File: src/rtl/tpu_pkg.sv
// -----------------------------------------------------------------------------
// tpu_pkg
// Shared types for the systolic-array processing elements.
//   pe_cmd_e   : command encoding carried on the 2-bit cmd port
//   pe_state_e : PE control states (accumulate, flush pipe, drain psum)
//   is_action  : true for any command that makes the PE leave ST_ACC
// -----------------------------------------------------------------------------
package tpu_pkg;

   typedef enum logic [1:0] {
      CMD_NOP   = 2'd0,
      CMD_CLEAR = 2'd1,
      CMD_LOAD  = 2'd2,
      CMD_DRAIN = 2'd3
   } pe_cmd_e;

   typedef enum logic [1:0] {
      ST_ACC   = 2'd0,
      ST_FLUSH = 2'd1,
      ST_DRAIN = 2'd2
   } pe_state_e;

   // NOP is the only command that leaves the PE accumulating
   function automatic logic is_action(input pe_cmd_e c);
      return (c != CMD_NOP);
   endfunction

endpackage

File: src/rtl/pe_mac_pipe.sv
// -----------------------------------------------------------------------------
// pe_mac_pipe
// Two-stage signed multiply-accumulate pipe of one PE.
//   S1: p <= x*y (full 2*DATA_W signed product), p_vld <= op_vld
//   S2: acc += sext(p) when p_vld; acc_clear / acc_load override the add
// Configuration macro: SATURATE_EN
//   defined   : S2 add clamps to the signed ACC_W range, sat_flag sticky on clamp
//   undefined : S2 add wraps modulo 2^ACC_W, sat_flag tied 0
// Ports:
//   clk, rst_n        clock, asynchronous active-low reset
//   x, y, op_vld      operands and their (already accept-qualified) valid
//   acc_clear         zero the accumulator and sat_flag
//   acc_load          load load_data into the accumulator, clear sat_flag
//   load_data         value for acc_load
//   p_vld             S1 product valid (product still in flight)
//   acc               accumulator value
//   sat_flag          sticky saturation indicator
// -----------------------------------------------------------------------------
module pe_mac_pipe
   import tpu_pkg::*;
#(
   parameter int DATA_W = 8,
   parameter int ACC_W  = 32
) (
   input  logic                     clk,
   input  logic                     rst_n,
   input  logic signed [DATA_W-1:0] x,
   input  logic signed [DATA_W-1:0] y,
   input  logic                     op_vld,
   input  logic                     acc_clear,
   input  logic                     acc_load,
   input  logic        [ACC_W-1:0]  load_data,
   output logic                     p_vld,
   output logic        [ACC_W-1:0]  acc,
   output logic                     sat_flag
);

   localparam int PW = 2 * DATA_W;

   logic signed [PW-1:0]    p_r;
   logic                    p_vld_r;
   logic        [ACC_W-1:0] p_ext_s;
   logic        [ACC_W-1:0] acc_r;
   logic        [ACC_W-1:0] add_res_s;

   // sign extension of the product to accumulator width
   assign p_ext_s = ACC_W'(p_r);

   // S1: register the full-width product and its valid
   always_ff @(posedge clk or negedge rst_n) begin
      if (!rst_n) begin
         p_r     <= {PW{1'b0}};
         p_vld_r <= 1'b0;
      end else begin
         p_r     <= PW'(x) * PW'(y);
         p_vld_r <= op_vld;
      end
   end

`ifdef SATURATE_EN
   localparam logic [ACC_W-1:0] ACC_MAX = {1'b0, {(ACC_W-1){1'b1}}};
   localparam logic [ACC_W-1:0] ACC_MIN = {1'b1, {(ACC_W-1){1'b0}}};

   logic [ACC_W:0] sum_s;
   logic           clamp_s;
   logic           sat_r;

   // S2 adder, one guard bit detects signed overflow; clamp toward its sign
   always_comb begin
      sum_s   = {acc_r[ACC_W-1], acc_r} + {p_ext_s[ACC_W-1], p_ext_s};
      clamp_s = sum_s[ACC_W] ^ sum_s[ACC_W-1];
      if (clamp_s) begin
         if (sum_s[ACC_W]) begin
            add_res_s = ACC_MIN;
         end else begin
            add_res_s = ACC_MAX;
         end
      end else begin
         add_res_s = sum_s[ACC_W-1:0];
      end
   end

   // sticky saturation flag, cleared only by CLEAR/LOAD
   always_ff @(posedge clk or negedge rst_n) begin
      if (!rst_n) begin
         sat_r <= 1'b0;
      end else if (acc_clear || acc_load) begin
         sat_r <= 1'b0;
      end else if (p_vld_r && clamp_s) begin
         sat_r <= 1'b1;
      end
   end

   assign sat_flag = sat_r;
`else
   // S2 adder, plain modulo-2^ACC_W wrap
   always_comb begin
      add_res_s = acc_r + p_ext_s;
   end

   assign sat_flag = 1'b0;
`endif

   // S2: accumulator; clear/load only fire when no product is in flight
   always_ff @(posedge clk or negedge rst_n) begin
      if (!rst_n) begin
         acc_r <= {ACC_W{1'b0}};
      end else if (acc_clear) begin
         acc_r <= {ACC_W{1'b0}};
      end else if (acc_load) begin
         acc_r <= load_data;
      end else if (p_vld_r) begin
         acc_r <= add_res_s;
      end
   end

   assign p_vld = p_vld_r;
   assign acc   = acc_r;

endmodule

File: src/rtl/systolic_mac_pe.sv
// -----------------------------------------------------------------------------
// systolic_mac_pe
// Output-stationary signed MAC processing element of the systolic array.
// Forwards x east and y south one cycle late, accumulates x*y locally through
// a 2-stage pipe (pe_mac_pipe), and accepts CLEAR / LOAD / DRAIN commands.
// DRAIN shifts the accumulator, then the upstream PEs' values, down the psum
// chain over 1+CHAIN_POS cycles so the bottom PE emits a whole column.
// Configuration macro: SATURATE_EN (saturating accumulate, see pe_mac_pipe).
// Ports:
//   MCLK, RSTN                 clock, asynchronous active-low reset
//   x_in, y_in, op_vld_in      operands from west/north and their valid
//   x_out, y_out, op_vld_out   registered forwarded operands / valid
//   cmd, cmd_vld, load_data    command (NOP/CLEAR/LOAD/DRAIN), strobe, LOAD value
//   psum_in, psum_vld_in       psum chain from the upstream PE
//   psum_out, psum_vld_out     psum chain to the downstream PE
//   busy                       PE not in ST_ACC
//   op_drop                    valid operand arrived while busy (1 cycle late)
//   sat_flag                   sticky saturation indicator
// -----------------------------------------------------------------------------
module systolic_mac_pe
   import tpu_pkg::*;
#(
   parameter int DATA_W    = 8,
   parameter int ACC_W     = 32,
   parameter int CHAIN_POS = 0
) (
   input  logic              MCLK,
   input  logic              RSTN,
   input  logic [DATA_W-1:0] x_in,
   input  logic [DATA_W-1:0] y_in,
   input  logic              op_vld_in,
   output logic [DATA_W-1:0] x_out,
   output logic [DATA_W-1:0] y_out,
   output logic              op_vld_out,
   input  logic [1:0]        cmd,
   input  logic              cmd_vld,
   input  logic [ACC_W-1:0]  load_data,
   input  logic [ACC_W-1:0]  psum_in,
   input  logic              psum_vld_in,
   output logic [ACC_W-1:0]  psum_out,
   output logic              psum_vld_out,
   output logic              busy,
   output logic              op_drop,
   output logic              sat_flag
);

   localparam int CNT_W = $clog2(CHAIN_POS + 1) + 1;

   if (ACC_W < 2 * DATA_W) begin : g_acc_w_check
      $error("systolic_mac_pe: ACC_W must be at least 2*DATA_W");
   end

   pe_state_e          state_r;
   pe_state_e          state_nx_s;
   pe_cmd_e            cmd_r;
   logic [ACC_W-1:0]   load_r;
   logic [CNT_W-1:0]   cnt_r;
   logic               busy_r;
   logic [DATA_W-1:0]  x_r;
   logic [DATA_W-1:0]  y_r;
   logic               op_vld_r;
   logic               op_drop_r;
   logic [ACC_W-1:0]   psum_r;
   logic               psum_vld_r;

   logic               accept_s;
   logic               cmd_go_s;
   logic               apply_s;
   logic               acc_clear_s;
   logic               acc_load_s;
   logic               cnt_last_s;
   logic               p_vld_s;
   logic [ACC_W-1:0]   acc_s;
   logic               sat_flag_s;

   assign accept_s    = (state_r == ST_ACC);
   assign cmd_go_s    = accept_s && cmd_vld && is_action(pe_cmd_e'(cmd));
   // the captured command acts once the op accepted with it has left S1
   assign apply_s     = (state_r == ST_FLUSH) && !p_vld_s;
   assign acc_clear_s = apply_s && (cmd_r == CMD_CLEAR);
   assign acc_load_s  = apply_s && (cmd_r == CMD_LOAD);
   assign cnt_last_s  = (cnt_r == CNT_W'(CHAIN_POS));

   pe_mac_pipe #(
      .DATA_W (DATA_W),
      .ACC_W  (ACC_W)
   ) u_pipe (
      .clk       (MCLK),
      .rst_n     (RSTN),
      .x         (x_in),
      .y         (y_in),
      .op_vld    (op_vld_in && accept_s),
      .acc_clear (acc_clear_s),
      .acc_load  (acc_load_s),
      .load_data (load_r),
      .p_vld     (p_vld_s),
      .acc       (acc_s),
      .sat_flag  (sat_flag_s)
   );

   // next-state decode of the command FSM
   always_comb begin
      state_nx_s = state_r;
      case (state_r)
         ST_ACC: begin
            if (cmd_go_s) begin
               state_nx_s = ST_FLUSH;
            end else begin
               state_nx_s = ST_ACC;
            end
         end
         ST_FLUSH: begin
            if (!p_vld_s) begin
               if (cmd_r == CMD_DRAIN) begin
                  state_nx_s = ST_DRAIN;
               end else begin
                  state_nx_s = ST_ACC;
               end
            end else begin
               state_nx_s = ST_FLUSH;
            end
         end
         ST_DRAIN: begin
            if (cnt_last_s) begin
               state_nx_s = ST_ACC;
            end else begin
               state_nx_s = ST_DRAIN;
            end
         end
         default: begin
            state_nx_s = ST_ACC;
         end
      endcase
   end

   // state register; busy is registered from the next-state decode
   always_ff @(posedge MCLK or negedge RSTN) begin
      if (!RSTN) begin
         state_r <= ST_ACC;
         busy_r  <= 1'b0;
      end else begin
         state_r <= state_nx_s;
         busy_r  <= (state_nx_s != ST_ACC);
      end
   end

   // capture command and LOAD value at accept; later commands are ignored
   always_ff @(posedge MCLK or negedge RSTN) begin
      if (!RSTN) begin
         cmd_r  <= CMD_NOP;
         load_r <= {ACC_W{1'b0}};
      end else if (cmd_go_s) begin
         cmd_r  <= pe_cmd_e'(cmd);
         load_r <= load_data;
      end
   end

   // drain cycle counter, runs 0..CHAIN_POS while in ST_DRAIN
   always_ff @(posedge MCLK or negedge RSTN) begin
      if (!RSTN) begin
         cnt_r <= {CNT_W{1'b0}};
      end else if ((state_r == ST_DRAIN) && !cnt_last_s) begin
         cnt_r <= cnt_r + CNT_W'(1);
      end else begin
         cnt_r <= {CNT_W{1'b0}};
      end
   end

   // psum chain: own acc first, then pass upstream values through
   always_ff @(posedge MCLK or negedge RSTN) begin
      if (!RSTN) begin
         psum_r     <= {ACC_W{1'b0}};
         psum_vld_r <= 1'b0;
      end else if (state_r == ST_DRAIN) begin
         if (cnt_r == {CNT_W{1'b0}}) begin
            psum_r     <= acc_s;
            psum_vld_r <= 1'b1;
         end else begin
            psum_r     <= psum_in;
            psum_vld_r <= psum_vld_in;
         end
      end else begin
         psum_vld_r <= 1'b0;
      end
   end

   // operand forwarding (all states) and dropped-operand pulse
   always_ff @(posedge MCLK or negedge RSTN) begin
      if (!RSTN) begin
         x_r       <= {DATA_W{1'b0}};
         y_r       <= {DATA_W{1'b0}};
         op_vld_r  <= 1'b0;
         op_drop_r <= 1'b0;
      end else begin
         op_vld_r  <= op_vld_in;
         op_drop_r <= op_vld_in && !accept_s;
         if (op_vld_in) begin
            x_r <= x_in;
            y_r <= y_in;
         end
      end
   end

   assign x_out        = x_r;
   assign y_out        = y_r;
   assign op_vld_out   = op_vld_r;
   assign psum_out     = psum_r;
   assign psum_vld_out = psum_vld_r;
   assign busy         = busy_r;
   assign op_drop      = op_drop_r;
   assign sat_flag     = sat_flag_s;

endmodule
File: config.mk
export PLATFORM = sky130hd
export DESIGN_NAME = systolic_mac_pe
export DESIGN_NICKNAME = d
export VERILOG_FILES = /design/src/rtl/tpu_pkg.sv /design/src/rtl/pe_mac_pipe.sv /design/src/rtl/systolic_mac_pe.sv
export SDC_FILE = /design/constraint.sdc
export NUM_CORES = 1
export LEC_CHECK = 0
export ABC_AREA = 1
export ABC_CLOCK_PERIOD_IN_PS = 2600
export BUFFER_PORTS_ARGS = -buffer_cell sky130_fd_sc_hd__buf_4
export CAP_MARGIN = 20
export CELL_PAD_IN_SITES_DETAIL_PLACEMENT = 1
export CELL_PAD_IN_SITES_GLOBAL_PLACEMENT = 1
export CORE_UTILIZATION = 41
export DETAILED_ROUTE_END_ITERATION = 8
export GPL_ROUTABILITY_DRIVEN = 0
export HOLD_SLACK_MARGIN = 0.1
export PLACE_DENSITY_LB_ADDON = 0.1
export SLEW_MARGIN = 20
export SYNTH_ARGS = -nofsm -noshare
export SYNTH_HDL_FRONTEND = slang
export SYNTH_SLANG_ARGS = --single-unit
File: constraint.sdc
create_clock -name MCLK -period 2.6 [get_ports MCLK]
set_clock_uncertainty 0.1 [all_clocks]
set_input_delay 0.26 -clock MCLK [delete_from_list [all_inputs] [get_ports MCLK]]
set_output_delay 0.26 -clock MCLK [all_outputs]
set_load 0.03 [all_outputs]
==> impl_table.tex, run 1 <==
\begin{tabular}{lr}
\hline
Metric & Value \\
\hline
\multicolumn{2}{l}{\textbf{Status}} \\
Status & finished with violations \\
Violated checks & negative setup slack \\
\multicolumn{2}{l}{\textbf{Power}} \\
Final total power & between 15 and 20 mW \\
Worst IR drop on VDD & 580.5 µV \\
Leakage power summed over all cells & 7.932 nW \\
Power per Cell Area & between 1000 and 1500 nW/µm² \\
\multicolumn{2}{l}{\textbf{Synth}} \\
Ranking of synthesized cells by area & dfrtp\_1, nand2\_1, fa\_1 \\
Syn Inst Count & 1429 \\
Count of cell types in the netlist & 38 \\
Post-Syn Area per Cell & roughly 7.4 µm² \\
Proportion of synthesized chip area in sequential cells & 32.85\% \\
Area of the mapped netlist & about 11000 µm² \\
Ys Warns & 0 \\
Area share of the leading cell type in the synthesized netlist & about a third \\
Most area-hungry cell type in the Yosys netlist & dfrtp\_1 \\
Number of synthesized register bits & 138 \\
\multicolumn{2}{l}{\textbf{STA}} \\
Max Freq & approximately 0.27 GHz \\
Final setup viols & 11 \\
Setup repair after global routing missed its margin & true \\
Share of the cycle needed by the critical path after routing & 141.8\% \\
Worst setup slack after layout & -1.087 ns \\
Final hold violation count & 0 \\
Final number of max-transition violations & 0 \\
Post-Route Hold Slack & approximately 0.12 ns \\
Transition time at the pin with the least slew margin & 0.9579 ns \\
Max-slew headroom at the worst pin & around 36\% \\
Time the final worst path needs with I/O delays and setup & 3.687 ns \\
\multicolumn{2}{l}{\textbf{Clocking}} \\
Clock transition at path regs & 0.07 ns \\
Clock tree from TritonCTS & yes \\
Number of buffers on the longest clock path & 2 \\
Master cell of the clock root buffer & clkbuf\_16 \\
Maximum level of the CTS H-tree & 4 \\
Skew-Pair Late Insertion Delay & 0.44 ns \\
CTS buffer count & 17 \\
CTS Sinks & 138 \\
\multicolumn{2}{l}{\textbf{Critical path}} \\
Max stage delay cell, worst path & fa\_2 \\
Worst Setup Start Kind & input port \\
Reg2reg path depth & 13 \\
Cell type group with the largest total delay on the critical path & adder cells \\
WP data arrival & a little under 4 ns \\
Required arrival time at the worst endpoint & around 2.9 ns \\
Worst Setup Path Type & input port to register \\
Critical path depth & 19 \\
Sequence of cells on the critical path & buf\_12 > nand2\_8 > inv\_4 > fa\_2 > inv\_4 > fa\_1 > inv\_1 > fa\_1 > inv\_1 > fa\_1 > inv\_2 > ha\_4 > nand2\_2 > nor3\_2 > buf\_4 > a31oi\_4 > inv\_1 > nand2\_1 > nand2\_1 \\
Crit path largest cell delay & 0.62 ns \\
Crit path max fanout & 9 \\
Sum of buffers and inverters on the critical path & 8 \\
Capturing element type of the critical path & register \\
\multicolumn{2}{l}{\textbf{Route}} \\
Violation count after the first detailed-route iteration & 502 \\
Count of vias placed by the detailed router & roughly 10000 \\
Aggregate routed wire length & 39530 µm \\
Number of remaining DRC errors & 0 \\
ANT nets after route & 0 \\
Via/cell ratio & 5.046 \\
Avg WL per Cell & about 19 µm \\
Total iterations of the first detailed-routing run & 5 \\
\multicolumn{2}{l}{\textbf{Floorplan}} \\
Die W & roughly 160 µm \\
Starting density of the core & about two fifths \\
Die height & 162.1 µm \\
Number of placed I/O pins & 140 \\
Total number of placement rows & 58 \\
Core Footprint & 25180 µm² \\
Die area & 26290 µm² \\
\multicolumn{2}{l}{\textbf{Global route}} \\
GRT overflow & 0 \\
Number of antenna violations at the first check in global routing & 4 \\
Pin count of the biggest net entering global routing & 53 \\
All-Layer GR Usage & 29.88\% \\
Via count of the first global-routing pass & roughly 11000 \\
First-pass GRT wire length & 60330 µm \\
\multicolumn{2}{l}{\textbf{Cells and area}} \\
Fraction of final layout cells with drive strength greater than 1 & 23.65\% \\
Sequential cell area & 3453 µm² \\
P\&R area growth vs syn & 37.99\% \\
Layout net count & 1915 \\
Area of combinational cells with multiple inputs & 6247 µm² \\
Filler Cell Count & 3076 \\
\multicolumn{2}{l}{\textbf{Placement}} \\
Pre-CTS setup slack & -1.492 ns \\
Post-detailed-placement half-perimeter wirelength & 27070 µm \\
Number of buffers inserted by port buffering & 138 \\
\multicolumn{2}{l}{\textbf{Min path}} \\
Worst hold path cell count & 4 \\
Hold crit path type & input port to register \\
\multicolumn{2}{l}{\textbf{Flow run}} \\
Number of max-cap violations & 0 \\
\hline
\end{tabular}
logic make-up (layout without fill, tap and decap cells):
kind of cell / Yosys count / in the layout / synth area share [%]
buffers and inverters: 333 / 628 / 12.22
DFF: 138 / 138 / 32.85
adders and majority gates: 116 / 116 / 17.80
xor gates and xnor gates: 29 / 29 / 2.416
and+or+nand+nor: 625 / 625 / 23.38
other: 1 / 6 / 0.03567
AOI/OAI and AO/OA: 154 / 154 / 7.759
muxes: 33 / 33 / 3.534
state kept, by name, indices dropped and copies added (netlist names):
name          cells
load_r           32
psum_out         32
u_pipe.acc       32
u_pipe.p_r       16
x_out             8
y_out             8
cmd_r             2
state_r           2
busy              1
cnt_r             1
op_drop           1
op_vld_out        1
psum_vld_out      1
u_pipe.p_vld      1
stage by stage:
stage,instance area [µm²],utilization [%],std cells,TNS (ns)
after floorplan,10960,-,1430,-9.334
after global placement,12610,50.06,1927,-12.49
after detailed placement,12610,50.06,1927,-13.30
after CTS,14340,56.93,2052,-7.617
after global routing,14510,57.60,2058,-9.519
final,14510,57.61,2059,-8.443
tightest hold or removal path: cells and delay by family:
kind / cells / cell delay (ns)
buf+inv: 2 / 0.25
simple gates: 2 / 0.11
layout make-up:
| type | count | share of cell area, % |
|---|---|---|
| Antenna cell | 4 | 0.06900 |
| Clock inverter | 15 | 1.044 |
| Inverter | 287 | 7.538 |
| Clock buffer | 17 | 2.932 |
| Multi-Input combinational cell | 959 | 43.06 |
| Timing Repair Buffer | 309 | 18.71 |
| Tap cell | 330 | 2.846 |
| Sequential cell | 138 | 23.80 |
metal layers:
layer,GRT usage [%],part of all wire [%],vias up
met4,9.134,2.7,0
met1,36.91,42,5200
met5,0,0,-
met3,3.345,2.8,73
met2,54.27,53,220
li1,-,-,4896
worst paths after layout:
kind                                     from              to  slack (ns)
worst min-delay path                  x_in[1]        x_out[1]        0.12
min in group asynchronous                RSTN    psum_out[17]        0.22
worst max register to register  u_pipe.acc[2]  u_pipe.acc[31]        0.13
worst max-delay path                  x_in[7]  u_pipe.p_r[15]       -1.09
max in group asynchronous                RSTN   u_pipe.acc[3]        1.45
worst min register to register       y_out[2]        y_out[2]        0.38
where the power goes:
part | switching (mW) | total (mW) | internal [mW] | leakage, nW
Combinational | 8.21 | 13.5 | 5.33 | 6.03
Clock | 1.21 | 2.50 | 1.28 | 0.283
Sequential | 0.756 | 3.89 | 3.13 | 1.62
placed cells by master, fill, tap and decap left out, types with 8 or more instances in the layout:
cell | synthesis | layout
a21oi_1 | 88 | 81
buf_4 | 6 | 195
buf_6 | 1 | 23
clkbuf_16 | 0 | 17
dfrtp_1 | 138 | 138
dlygate4sd3_1 | 0 | 82
fa_1 | 56 | 48
fa_2 | 0 | 8
ha_1 | 60 | 47
ha_4 | 0 | 11
inv_1 | 281 | 247
inv_2 | 3 | 32
mux2_2 | 33 | 33
nand2_1 | 458 | 431
nand2_2 | 0 | 18
nand2_4 | 1 | 9
nand3_1 | 48 | 47
nor2_1 | 99 | 93
o21ai_0 | 36 | 32
o21ai_1 | 12 | 13
xor2_1 | 21 | 20
synth_stat cells:
cell	count
nor2_2	1
o21ai_0	36
inv_2	3
nand3_1	48
and2_1	3
nand2_4	1
or2_2	3
o211ai_1	2
a31oi_1	3
nor3_1	6
nor2_4	1
o31ai_1	2
o21ai_1	12
inv_4	1
buf_2	2
buf_4	6
o21bai_1	5
inv_1	281
xor2_1	21
dfrtp_1	138
conb_1	1
nor2_1	99
o21a_1	2
buf_1	2
a21o_1	2
fa_1	56
clkbuf_1	35
buf_6	1
ha_1	60
o22ai_1	1
nand4_1	4
nand2_1	458
mux2_2	33
o211ai_2	1
and3_1	1
xnor2_1	8
clkinv_1	2
a21oi_1	88
what timing repair did:
action / in CTS / in global routing
endpoints found under the hold margin: 172 / 0
hold buffers: 82 / 0
buffers inserted: 13 / 4
pin swaps: 41 / 23
gates resized for setup: 75 / 38
setup endpoints to repair: 11 / 16
(Power assumes the default switching activity.)
==> run 2: changes to the inputs <==
--- a/config.mk
+++ b/config.mk
@@ -9,13 +9,10 @@
 export ABC_CLOCK_PERIOD_IN_PS = 2600
 export BUFFER_PORTS_ARGS = -buffer_cell sky130_fd_sc_hd__buf_4
 export CAP_MARGIN = 20
-export CELL_PAD_IN_SITES_DETAIL_PLACEMENT = 1
-export CELL_PAD_IN_SITES_GLOBAL_PLACEMENT = 1
 export CORE_UTILIZATION = 41
 export DETAILED_ROUTE_END_ITERATION = 8
 export GPL_ROUTABILITY_DRIVEN = 0
 export HOLD_SLACK_MARGIN = 0.1
-export PLACE_DENSITY_LB_ADDON = 0.1
 export SLEW_MARGIN = 20
 export SYNTH_ARGS = -nofsm -noshare
 export SYNTH_HDL_FRONTEND = slang
==> impl_table.tex, run 2 (same netlist as run 1, synthesis figures left out) <==
\begin{tabular}{lr}
\hline
Metric & Value \\
\hline
\multicolumn{2}{l}{\textbf{Status}} \\
Status & finished with violations \\
Violated checks & negative setup slack \\
\multicolumn{2}{l}{\textbf{Clocking}} \\
Clock tree from TritonCTS & yes \\
Number of buffers on the longest clock path & 2 \\
Maximum level of the CTS H-tree & 4 \\
CTS Sinks & 138 \\
Clock transition at path regs & 0.06 ns \\
CTS buffer count & 17 \\
Master cell of the clock root buffer & clkbuf\_16 \\
Skew-Pair Late Insertion Delay & 0.43 ns \\
\multicolumn{2}{l}{\textbf{Route}} \\
Via/cell ratio & 4.673 \\
Number of remaining DRC errors & 0 \\
Violation count after the first detailed-route iteration & between 400 and 500 \\
Avg WL per Cell & 14.07 µm \\
Total iterations of the first detailed-routing run & 5 \\
Count of vias placed by the detailed router & 9575 \\
ANT nets after route & 0 \\
Aggregate routed wire length & 28840 µm \\
\multicolumn{2}{l}{\textbf{Critical path}} \\
Max stage delay cell, worst path & fa\_1 \\
Capturing element type of the critical path & register \\
Required arrival time at the worst endpoint & about 2.8 ns \\
Sum of buffers and inverters on the critical path & 6 \\
Worst Setup Path Type & input port to register \\
Sequence of cells on the critical path & buf\_8 > clkinvlp\_4 > buf\_6 > nor2\_4 > fa\_1 > fa\_1 > fa\_1 > inv\_2 > fa\_1 > inv\_2 > ha\_4 > a21oi\_4 > o21ai\_2 > nand2\_1 > nand2\_1 > a31oi\_2 > inv\_1 > nand2\_1 > nand2\_1 \\
Crit path max fanout & 5 \\
Crit path largest cell delay & 0.55 ns \\
Cell type group with the largest total delay on the critical path & adder cells \\
WP data arrival & 3.70 ns \\
Worst Setup Start Kind & input port \\
\multicolumn{2}{l}{\textbf{Placement}} \\
Post-placement cell area & 12590 µm² \\
Number of buffers inserted by port buffering & 138 \\
Post-detailed-placement half-perimeter wirelength & 21960 µm \\
Pre-CTS setup slack & -1.367 ns \\
Placed insts & 1925 \\
\multicolumn{2}{l}{\textbf{STA}} \\
TNS Setup & -7.378 ns \\
Share of the cycle needed by the critical path after routing & 133.8\% \\
Max Freq & 0.2874 GHz \\
Max-slew headroom at the worst pin & 54.18\% \\
Final hold violation count & 0 \\
Worst setup slack after layout & -0.8792 ns \\
Transition time at the pin with the least slew margin & $\sim$0.68 ns \\
Final number of max-transition violations & 0 \\
Setup repair after global routing missed its margin & true \\
Time the final worst path needs with I/O delays and setup & 3.479 ns \\
Final setup viols & 11 \\
\multicolumn{2}{l}{\textbf{Floorplan}} \\
Die W & 162.1 µm \\
Core Footprint & 25180 µm² \\
Starting density of the core & 41.75\% \\
Number of placed I/O pins & 140 \\
Die height & 162.1 µm \\
Die area & 26290 µm² \\
Total number of placement rows & 58 \\
\multicolumn{2}{l}{\textbf{Min path}} \\
Hold crit path type & input port to register \\
\multicolumn{2}{l}{\textbf{Cells and area}} \\
Final cell area excluding filler cells & 14380 µm² \\
Most common cell after layout, fill and taps aside & nand2\_1 \\
Layout net count & 1906 \\
Filler Cell Count & 2297 \\
Commonest cells after routing, fill and taps aside & nand2\_1, inv\_1, buf\_4 \\
Sequential cell area & roughly 3500 µm² \\
Non-filler instance count after layout & $\sim$2000 \\
P\&R area growth vs syn & 36.75\% \\
Share of the core filled with cells & roughly 57\% \\
Fraction of final layout cells with drive strength greater than 1 & 22.96\% \\
Area of combinational cells with multiple inputs & between 6000 and 7000 µm² \\
\multicolumn{2}{l}{\textbf{Power}} \\
Worst IR drop on VDD & 535.5 µV \\
Leakage power summed over all cells & around 7.9 nW \\
Power per Cell Area & about 1300 nW/µm² \\
\multicolumn{2}{l}{\textbf{Global route}} \\
GRT overflow & 0 \\
Pin count of the biggest net entering global routing & 61 \\
Via count of the first global-routing pass & 9712 \\
Number of antenna violations at the first check in global routing & 3 \\
First-pass GRT wire length & between 40000 and 50000 µm \\
All-Layer GR Usage & a little under a quarter \\
\multicolumn{2}{l}{\textbf{Flow run}} \\
Number of max-cap violations & 0 \\
\hline
\end{tabular}
-- run 2: timing repair --
item                                    CTS  global route
hold buffers                             78             0
hold endpoints to repair                138             0
resized for setup                        65            23
pin swaps                                35            25
endpoints found under the setup margin   11            11
setup buffers                            10             1
-- run 2: through the flow --
step,hold WS (ns),power (mW)
after floorplan,-0.1356,11.82
after global placement,0.1895,14.94
after detailed placement,0.1909,15.11
after CTS,0.1095,17.99
after global routing,0.1121,20.03
final,0.1179,18.19
-- run 2: path summary, 6_finish.rpt --
kind                          startpoint             end  slack, ns  cells past startpoint
max                              y_in[7]  u_pipe.p_r[15]      -0.88                     19
min in group asynchronous           RSTN    psum_out[10]       0.29                      2
min reg2reg                   state_r[0]    u_pipe.p_vld       0.37                      1
max reg2reg                u_pipe.acc[0]  u_pipe.acc[28]       0.17                     13
max in group asynchronous           RSTN        x_out[3]       1.42                      3
min                              x_in[0]   u_pipe.p_r[0]       0.12                      4
-- run 2: worst register-to-register path, stage by stage, from the launching register on --
cell and delay, ns:
dfrtp_1 0.37, ha_1 0.20, inv_1 0.07, fa_1 0.41, inv_1 0.10, nand3_1 0.07, nand3_1 0.17, nand3_1 0.10
nand3_1 0.22, nand2_1 0.16, nand3_1 0.11, nand3_1 0.11, nand2_1 0.09, nand2_1 0.05
-- run 2: cell type report --
cell class | instances | share of cell area [%]
flip-flops and latches | 138 | 24.02
clock buffers | 18 | 3.055
multi-input cells | 959 | 43.12
inverters | 287 | 7.589
repair buffers | 300 | 18.18
clock inverters | 14 | 1.114
diodes | 3 | 0.05221
well taps | 330 | 2.872
-- run 2: power by group --
part	switching (mW)	internal, mW	leakage (nW)
registers	0.618	3.13	1.62
logic	7.00	4.94	5.93
clock network	1.04	1.46	0.298
total	8.66	9.53	7.85
-- run 2: metal layers --
metal	share of wire (%)	vias up	GRT usage, %
met5	0	-	0
met4	1.6	0	6.089
met3	3.8	28	4.290
met2	50	189	41.10
met1	45	4475	28.83
li1	-	4883	-
